## config.mk

```make
export PLATFORM = sky130hd
export DESIGN_NAME = div_clk_monitor
export DESIGN_NICKNAME = d
export VERILOG_FILES = /design/src/rtl/div_clk_monitor.sv
export SDC_FILE = /design/constraint.sdc
export NUM_CORES = 1
export LEC_CHECK = 0
export CAP_MARGIN = 20
export CORE_MARGIN = 3
export CORE_UTILIZATION = 35
export CTS_CLUSTER_DIAMETER = 30
export DETAILED_ROUTE_END_ITERATION = 12
export PLACE_DENSITY_LB_ADDON = 0.3
export REMOVE_ABC_BUFFERS = 1
export SLEW_MARGIN = 20
export SYNTH_ARGS = -nofsm -noshare
export SYNTH_HDL_FRONTEND = slang
export SYNTH_SLANG_ARGS = --single-unit
```

## constraint.sdc

```tcl
create_clock -name clk_in -period 2.2 [get_ports clk_in]
set_input_delay 0.66 -clock clk_in [delete_from_list [all_inputs] [get_ports clk_in]]
set_output_delay 0.66 -clock clk_in [all_outputs]
set_load 0.01 [all_outputs]
```

## src/rtl/div_clk_monitor.sv

```systemverilog
// Three-channel divided-clock monitor: measures each mon_in period in clk_in cycles,
// locks on LOCK_CNT consecutive matches and flags loss of lock. Optional macro CLK_MON_SYNC_EN.
module div_clk_monitor #(
    parameter int EXP_P0   = 2,
    parameter int EXP_P1   = 4,
    parameter int EXP_P2   = 8,
    parameter int LOCK_CNT = 4,
    parameter int TIMEOUT  = 32
) (
    input  logic       clk_in,
    input  logic       rst,
    input  logic       en,
    input  logic [2:0] mon_in,
    input  logic       err_clr,
    output logic [2:0] lock,
    output logic [2:0] err_pulse,
    output logic [2:0] err_sticky,
    output logic [5:0] period0,
    output logic [5:0] period1,
    output logic [5:0] period2
);
    typedef enum logic [1:0] {IDLE, WAIT_EDGE, TRACK, LOCKED} state_t;

    logic [2:0] samp_src;
    logic [2:0] samp_reg;
    logic [2:0] prev_reg;
    logic [2:0] rise;

`ifdef CLK_MON_SYNC_EN
    logic [2:0] sync1_reg;
    logic [2:0] sync2_reg;

    always_ff @(posedge clk_in or negedge rst) begin
        if (!rst) begin
            sync1_reg <= '0;
            sync2_reg <= '0;
        end else begin
            sync1_reg <= mon_in;
            sync2_reg <= sync1_reg;
        end
    end
    assign samp_src = sync2_reg;
`else
    assign samp_src = mon_in;
`endif

    always_ff @(posedge clk_in or negedge rst) begin
        if (!rst) begin
            samp_reg <= '0;
            prev_reg <= '0;
        end else begin
            samp_reg <= samp_src;
            prev_reg <= samp_reg;
        end
    end
    assign rise = samp_reg & ~prev_reg;

    for (genvar gi = 0; gi < 3; gi++) begin : g_ch
        localparam int EXP_INT = (gi == 0) ? EXP_P0 : (gi == 1) ? EXP_P1 : EXP_P2;
        localparam logic [5:0] EXP = 6'(EXP_INT);

        state_t     state_reg;
        logic [5:0] cnt_reg;
        logic [3:0] match_reg;
        logic [5:0] period_reg;
        logic       lock_reg;
        logic       pulse_reg;
        logic       sticky_reg;
        logic       is_match;
        logic       timeout;
        logic       err_now;
        logic [5:0] cnt_inc;

        assign is_match = (cnt_reg == EXP);
        // Timeout fires on the edge where the counter steps onto TIMEOUT.
        assign timeout  = !rise[gi] && (cnt_reg == 6'(TIMEOUT - 1));
        assign err_now  = en && (state_reg == LOCKED) &&
                          ((rise[gi] && !is_match) || timeout);
        assign cnt_inc  = (cnt_reg == 6'(TIMEOUT)) ? cnt_reg : cnt_reg + 6'd1;

        always_ff @(posedge clk_in or negedge rst) begin
            if (!rst) begin
                state_reg  <= IDLE;
                cnt_reg    <= '0;
                match_reg  <= '0;
                period_reg <= '0;
                lock_reg   <= 1'b0;
                pulse_reg  <= 1'b0;
                sticky_reg <= 1'b0;
            end else begin
                pulse_reg  <= err_now;
                sticky_reg <= (sticky_reg & ~err_clr) | err_now;
                if (!en) begin
                    state_reg <= IDLE;
                    cnt_reg   <= '0;
                    match_reg <= '0;
                    lock_reg  <= 1'b0;
                end else begin
                    case (state_reg)
                        IDLE: state_reg <= WAIT_EDGE;
                        WAIT_EDGE: begin
                            if (rise[gi]) begin
                                state_reg <= TRACK;
                                cnt_reg   <= 6'd1;
                                match_reg <= '0;
                            end else begin
                                cnt_reg <= cnt_inc;
                            end
                        end
                        TRACK, LOCKED: begin
                            if (rise[gi]) begin
                                period_reg <= cnt_reg;
                                cnt_reg    <= 6'd1;
                                if (!is_match) begin
                                    state_reg <= TRACK;
                                    match_reg <= '0;
                                    lock_reg  <= 1'b0;
                                end else if (state_reg == TRACK) begin
                                    if (match_reg + 4'd1 == 4'(LOCK_CNT)) begin
                                        state_reg <= LOCKED;
                                        lock_reg  <= 1'b1;
                                    end
                                    match_reg <= match_reg + 4'd1;
                                end
                            end else if (timeout) begin
                                state_reg <= WAIT_EDGE;
                                cnt_reg   <= cnt_inc;
                                match_reg <= '0;
                                lock_reg  <= 1'b0;
                            end else begin
                                cnt_reg <= cnt_inc;
                            end
                        end
                        default: state_reg <= IDLE;
                    endcase
                end
            end
        end

        assign lock[gi]       = lock_reg;
        assign err_pulse[gi]  = pulse_reg;
        assign err_sticky[gi] = sticky_reg;
    end

    assign period0 = g_ch[0].period_reg;
    assign period1 = g_ch[1].period_reg;
    assign period2 = g_ch[2].period_reg;
endmodule

```

==> results.json, run 1 <==
{
  "outcome": "finished, final reports clean",
  "maxCapViolCount": 0,
  "num_rows": 36,
  "p_comb_frac": 0.133,
  "antenna_found_initial": 0,
  "port_buffers": 33,
  "relSlewSlack": 0.7110,
  "worst_pin_slew_ns": 0.4302,
  "syn_inst": 378,
  "slowest_delay_ns": 0.42,
  "grt_pass1_vias": 2922,
  "die_w_um": 107.6,
  "hold_violations": 0,
  "rsz0062_at_grt": "false",
  "syn_avg_cell_area_um2": 9.553,
  "nets": 440,
  "endpoint_kind": "flop",
  "drive_gt1_frac": 0.1200,
  "ys_ff_latch": 69,
  "power_mw": 2.580,
  "pwr_density_cell_nw_per_um2": 599.0,
  "grt_pass1_wl_mm": 13.49,
  "met2_length_mm": 3.814,
  "routabilityCongestion": 0.7842,
  "seqPwrFrac": 0.535,
  "ys_warn_count": 0,
  "area_growth_pct": 19.27,
  "synth_top_area_share": 0.4782,
  "switchingPower_uw": 693.8,
  "worstPathCellList": "inv_1 -> ha_1 -> or3b_4 -> nor3b_4 -> a21oi_1 -> and4_1 -> a21o_1",
  "whs_ns": 0.3428,
  "dp_hpwl_mm": 5.569,
  "cp_top_family": "simple AND/OR/NAND/NOR gates",
  "clk_pin_slew_ns": 0.07,
  "avgViaCountPerCell": 5.272,
  "wl_met1_mm": 3.579,
  "setup_tns_ns": 0,
  "pwr-share-clk": 0.333,
  "synth_seq_area_share": 0.4782,
  "mappedNetlistArea_um2": 3611,
  "top_layer_used": "met4",
  "clk_latency_ns": 0.34,
  "post-route-period-util": 0.9336,
  "report.final.slew_viol_count": 0,
  "crit_fanout": 6,
  "grt_usage": 0.1452,
  "synth_commonest_cells": "69 x dfrtp_1, 47 x nand2_1, 35 x o21ai_0, 21 x nand3_1, 19 x nor2_1",
  "worstPathRequired_ns": 2.43,
  "leakage_nw": 1.876,
  "cts_buffers": 9,
  "htreeDepth": 3,
  "dr.pass1.iters": 4,
  "start_util": 0.3644,
  "p_sw_frac": 0.2689,
  "clock-root-buffer": "clkbuf_8",
  "synth_area_leaders": "dfrtp_1 48%, nand2_1 4.9%, o21ai_0 4.9%",
  "die_h_um": 107.6,
  "gr-total-overflow": 0,
  "crit_arrival_ns": 2.29,
  "wire_per_inst_um": 14.15,
  "wl_mm": 7.894,
  "route.detailed.drc": 0,
  "irDropWorstVdd_v": 0.0003351,
  "p_int_mw": 1.886,
  "ys_types": 52,
  "layout.cells.non_filler": 558,
  "cts_num_sinks": 69,
  "finClkSkew_ns": 0.007466,
  "drtIter0Drc": 135,
  "diodes": 0,
  "cp.buffers_inverters": 1,
  "fmax_mhz": 486.9,
  "startpoint_type": "flop",
  "synth-edff-count": 0,
  "coreArea_um2": 9910,
  "placedCellCount": 542,
  "synth_top_flop_cell": "dfrtp_1",
  "period_needed_ns": 2.054,
  "grt_max_degree": 70,
  "wl_met3_um": 384,
  "io_pins": 34,
  "slowest_stage": "dfrtp_1",
  "yosysMostFrequentCell": "dfrtp_1",
  "dp_worst_setup_slack_ns": -0.05237,
  "setup_viol": 0,
  "fin_ws_ns": 0.1461,
  "hold_class": "in2async",
  "synth_top_area_cell": "dfrtp_1",
  "vias": 2942,
  "ant_nets": 0,
  "critPathKind": "reg2reg",
  "clock_path_buffers": 2,
  "cts_tree": "yes",
  "largest_reg_flops": 18,
  "async_flop_share": 1.000,
  "die_area_um2": 11570,
  "hold_buffers": 0
}
## kinds of logic after synthesis
kind of cell	after synthesis	synth area share
xor+xnor	7	0.01698
fa+ha+maj	13	0.04505
simple gates	148	0.2148
mux	13	0.03950
compound gates	92	0.1587
buf+inv	36	0.04677
flops	69	0.4782
## power by group through the flow
stage	logic [mW]	registers, mW	clock network (mW)
after floorplan	0.165	1.40	0
after global placement	0.336	1.40	0
after detailed placement	0.343	1.40	0
after CTS	0.345	1.38	0.905
after global routing	0.382	1.39	0.960
final	0.342	1.38	0.858
## timing repair
| action | in CTS | in global routing |
|---|---|---|
| gates resized for setup | 0 | 2 |
| buffers inserted | 0 | 0 |
| endpoints found under the setup margin | 0 | 5 |
## cell usage in the layout (no fill, tap or decap), types with 4 or more instances in the layout
| cell | Yosys | final |
|---|---|---|
| dfrtp_1 | 69 | 69 |
| nand2_1 | 47 | 47 |
| o21ai_0 | 35 | 35 |
| clkdlybuf4s50_1 | 0 | 32 |
| nand3_1 | 21 | 21 |
| nor2_1 | 19 | 19 |
| buf_4 | 9 | 18 |
| a21oi_1 | 16 | 16 |
| inv_1 | 15 | 15 |
| ha_1 | 13 | 13 |
| nor2b_1 | 12 | 12 |
| mux2_2 | 10 | 10 |
| clkbuf_8 | 0 | 9 |
| a31oi_1 | 8 | 8 |
| and3_1 | 7 | 7 |
| nand2b_1 | 7 | 7 |
| nand4_1 | 7 | 7 |
| nor3_1 | 6 | 6 |
| o211ai_1 | 5 | 5 |
| clkbuf_1 | 11 | 5 |
| a21o_1 | 4 | 4 |
| xnor2_1 | 4 | 4 |
| o31ai_1 | 4 | 4 |
## layer usage
metal,GRT usage,up-vias
li1,-,1428
met1,0.1877,1434
met2,0.2331,72
met3,0.04079,8
met4,0.05050,0
met5,0,-
## final timing paths
check                                   start            endpoint  slack [ns]  depth (start not counted)
setup / recovery           g_ch[2].cnt_reg[0]  g_ch[2].sticky_reg        0.15                          7
hold / removal                            rst         prev_reg[2]        0.34                          2
setup reg to reg           g_ch[2].cnt_reg[0]  g_ch[2].sticky_reg        0.15                          7
hold reg to reg                   samp_reg[2]         prev_reg[2]        0.39                          0
max in group asynchronous                 rst          period0[4]        1.57                          2
min in group clk_in               samp_reg[2]         prev_reg[2]        0.39                          0
## metrics by stage
stage	utilization	cell area, µm²
after global routing	0.4346	4307
after detailed placement	0.4183	4145
after floorplan	-	3498
after global placement	0.4183	4145
final	0.4346	4307
after CTS	0.4337	4298
## area by class of cell
type                       instances  area [µm²]
fill                            1012        5603
sequential                        69        1727
multi-input combinational        273        1724
timing repair buffer              52       480.5
tap                              133       166.4
clock buffer                      14       142.6
inverter                          15       56.30
clock inverter                     2       10.01
(Power assumes the default switching activity.)
==> run 2, diff against run 1 <==
- SKIP_CTS_REPAIR_TIMING: unset -> 1
==> results of run 2 <==
The final DEF is identical to that of run 1; final timing and power are the same.
==> patch (settings of run 2) <==
Encoding of `state_t`: now one-hot (4 bits for 4 states).
--- a/src/rtl/div_clk_monitor.sv
+++ b/src/rtl/div_clk_monitor.sv
@@ -20,5 +20,5 @@
     output logic [5:0] period2
 );
-    typedef enum logic [1:0] {IDLE, WAIT_EDGE, TRACK, LOCKED} state_t;
+    typedef enum logic [3:0] {IDLE = 4'b0001, WAIT_EDGE = 4'b0010, TRACK = 4'b0100, LOCKED = 4'b1000} state_t;
 
     logic [2:0] samp_src;
Function: no difference found for any inputs over 4 cycles, from zero or initial values and one cycle with rst low; so few cycles prove little.
==> patch against run 2 <==
- first-iteration DRC count rose by 19%
- setup slack lost 0.031 ns
- sequential cell count rose by 6
- non-clock buffer count up 33
- synthesized area grew 19%
- wire length up 29%
- count of clock-buffer cells in the layout down 5
- final area rose by 27%
- critical endpoint is now g_ch[2].cnt_reg[2]$_DFFE_PN0P_
Power is not compared: it rests on default switching activity, and its combinational part moved more than twofold at a synthesized area within 25%.
==> patch: results <==
{
  "status": "completed",
  "clock_latency_ns": 0.34,
  "grtUsageTotal_pct": 16.2,
  "portBuffers": 33,
  "numCtsBuffers": 9,
  "grt_pass1_vias": 3562,
  "drive_above_1_share_pct": 21.1,
  "dp.cells": 640,
  "gp_congestion": 0.875,
  "intPower_w": 0.00337,
  "hp-class": "input port to async pin",
  "synth_cells": 439,
  "grt_pass1_wl_mm": 17.5,
  "cts_buffer_depth": 2,
  "synthFlopType": "dfrtp_1",
  "path_max_fanout": 9,
  "finalSetupTns_ns": 0,
  "root_buffer": "clkbuf_16",
  "wirelength_mm": 10.2,
  "ys_async_sr_fraction_pct": 100,
  "skew_ns": 0.00797,
  "wl_per_cell_microns": 15.5,
  "ir_drop_mv": 0.384,
  "grt_max_degree": 38,
  "worst_slew_pin_slew_ns": 0.517,
  "ys_top_cells_by_area": "dfrtp_1 42%, o21ai_0 4.5%, mux2_2 3.9%",
  "nets": 528,
  "place_ws_ns": -0.387,
  "largest_reg_flops": 18,
  "yosysWarnings": 0,
  "leakage_nw": 2.47,
  "synth-seq-area-share_pct": 43.8,
  "h-tree-depth": 3,
  "cts.clk_slew.worst_paths_ns": 0.06,
  "antenna_found_initial": 0,
  "synth_common_cells": "72 x dfrtp_1, 44 x nand2_1, 39 x o21ai_0",
  "drt_iter0_drc": 160,
  "cp.arrival_ns": 2.36,
  "ys_types": 71,
  "dp_hpwl_mm": 7.42,
  "fillCellCount": 1074,
  "vias": 3532,
  "diodes": 0,
  "first_pass_iters": 5
}
-- patch: kinds of logic (layout without fill, tap and decap cells) --
family	Yosys count	count (layout)	synth area share (%)
AOI/OAI and AO/OA	113	113	20.0
xor gates and xnor gates	10	10	2.04
adders and majority gates	13	13	3.79
buffers and inverters	49	123	5.48
DFF	75	75	43.8
muxes	17	17	4.40
and+or+nand+nor	162	162	20.6
-- patch: critical path, cell delays in order, from the launching register on --
cell and delay (ns):
dfrtp_1 0.51, or3b_4 0.45, o221ai_4 0.23, o31ai_2 0.12
buf_4 0.17, or4b_1 0.46, nand2_1 0.07
-- patch: area by class of cell --
cell class	count	area [sq um]	share of cell area [%]
inverters	22	86.3	1.57
repair buffers	85	733	13.4
multi-input cells	315	2200	40.0
clock buffers	9	225	4.10
clock inverters	7	188	3.42
flip-flops and latches	75	1880	34.3
well taps	143	179	3.26
-- patch: per-layer routing --
metal / up-vias / share of wire (%) / global-route usage, %
met4: 0 / 1.8 / 5.20
met5: - / 0 / 0
met2: 58 / 50 / 27.5
met3: 14 / 3.4 / 4.06
li1: 1742 / - / -
met1: 1718 / 45 / 20.3
-- patch: power by group through the flow --
| stage | Combinational, W | Sequential [W] | Clock [W] |
|---|---|---|---|
| after floorplan | 0.000515 | 0.00166 | 0 |
| after CTS | 0.000915 | 0.00163 | 0.00209 |
| after detailed placement | 0.000908 | 0.00165 | 0 |
| after global routing | 0.00102 | 0.00165 | 0.00215 |
| final | 0.000914 | 0.00163 | 0.00205 |
| after global placement | 0.000884 | 0.00165 | 0 |
-- patch: metrics by stage --
step	cell area, sq um	total power (W)
final	5490	0.00460
after global routing	5490	0.00483
after CTS	5470	0.00463
after detailed placement	5050	0.00256
after global placement	5050	0.00253
after floorplan	4140	0.00218
-- patch: path summary, 6_finish.rpt --
check                                                       from                        endpoint  slack, ns  depth (start not counted)
worst max-delay path            g_ch[2].state_reg[3]$_DFFE_PN0P_  g_ch[2].cnt_reg[2]$_DFFE_PN0P_       0.12                          6
worst min-delay path                                         rst          period2[2]$_DFFE_PN0P_       0.29                          1
worst max register to register  g_ch[2].state_reg[3]$_DFFE_PN0P_  g_ch[2].cnt_reg[2]$_DFFE_PN0P_       0.12                          6
worst min register to register             samp_reg[0]$_DFF_PN0_           prev_reg[0]$_DFF_PN0_       0.41                          0
max in group asynchronous                                    rst    g_ch[1].sticky_reg$_DFF_PN0_       1.35                          2
min in group clk_in                        samp_reg[0]$_DFF_PN0_           prev_reg[0]$_DFF_PN0_       0.41                          0
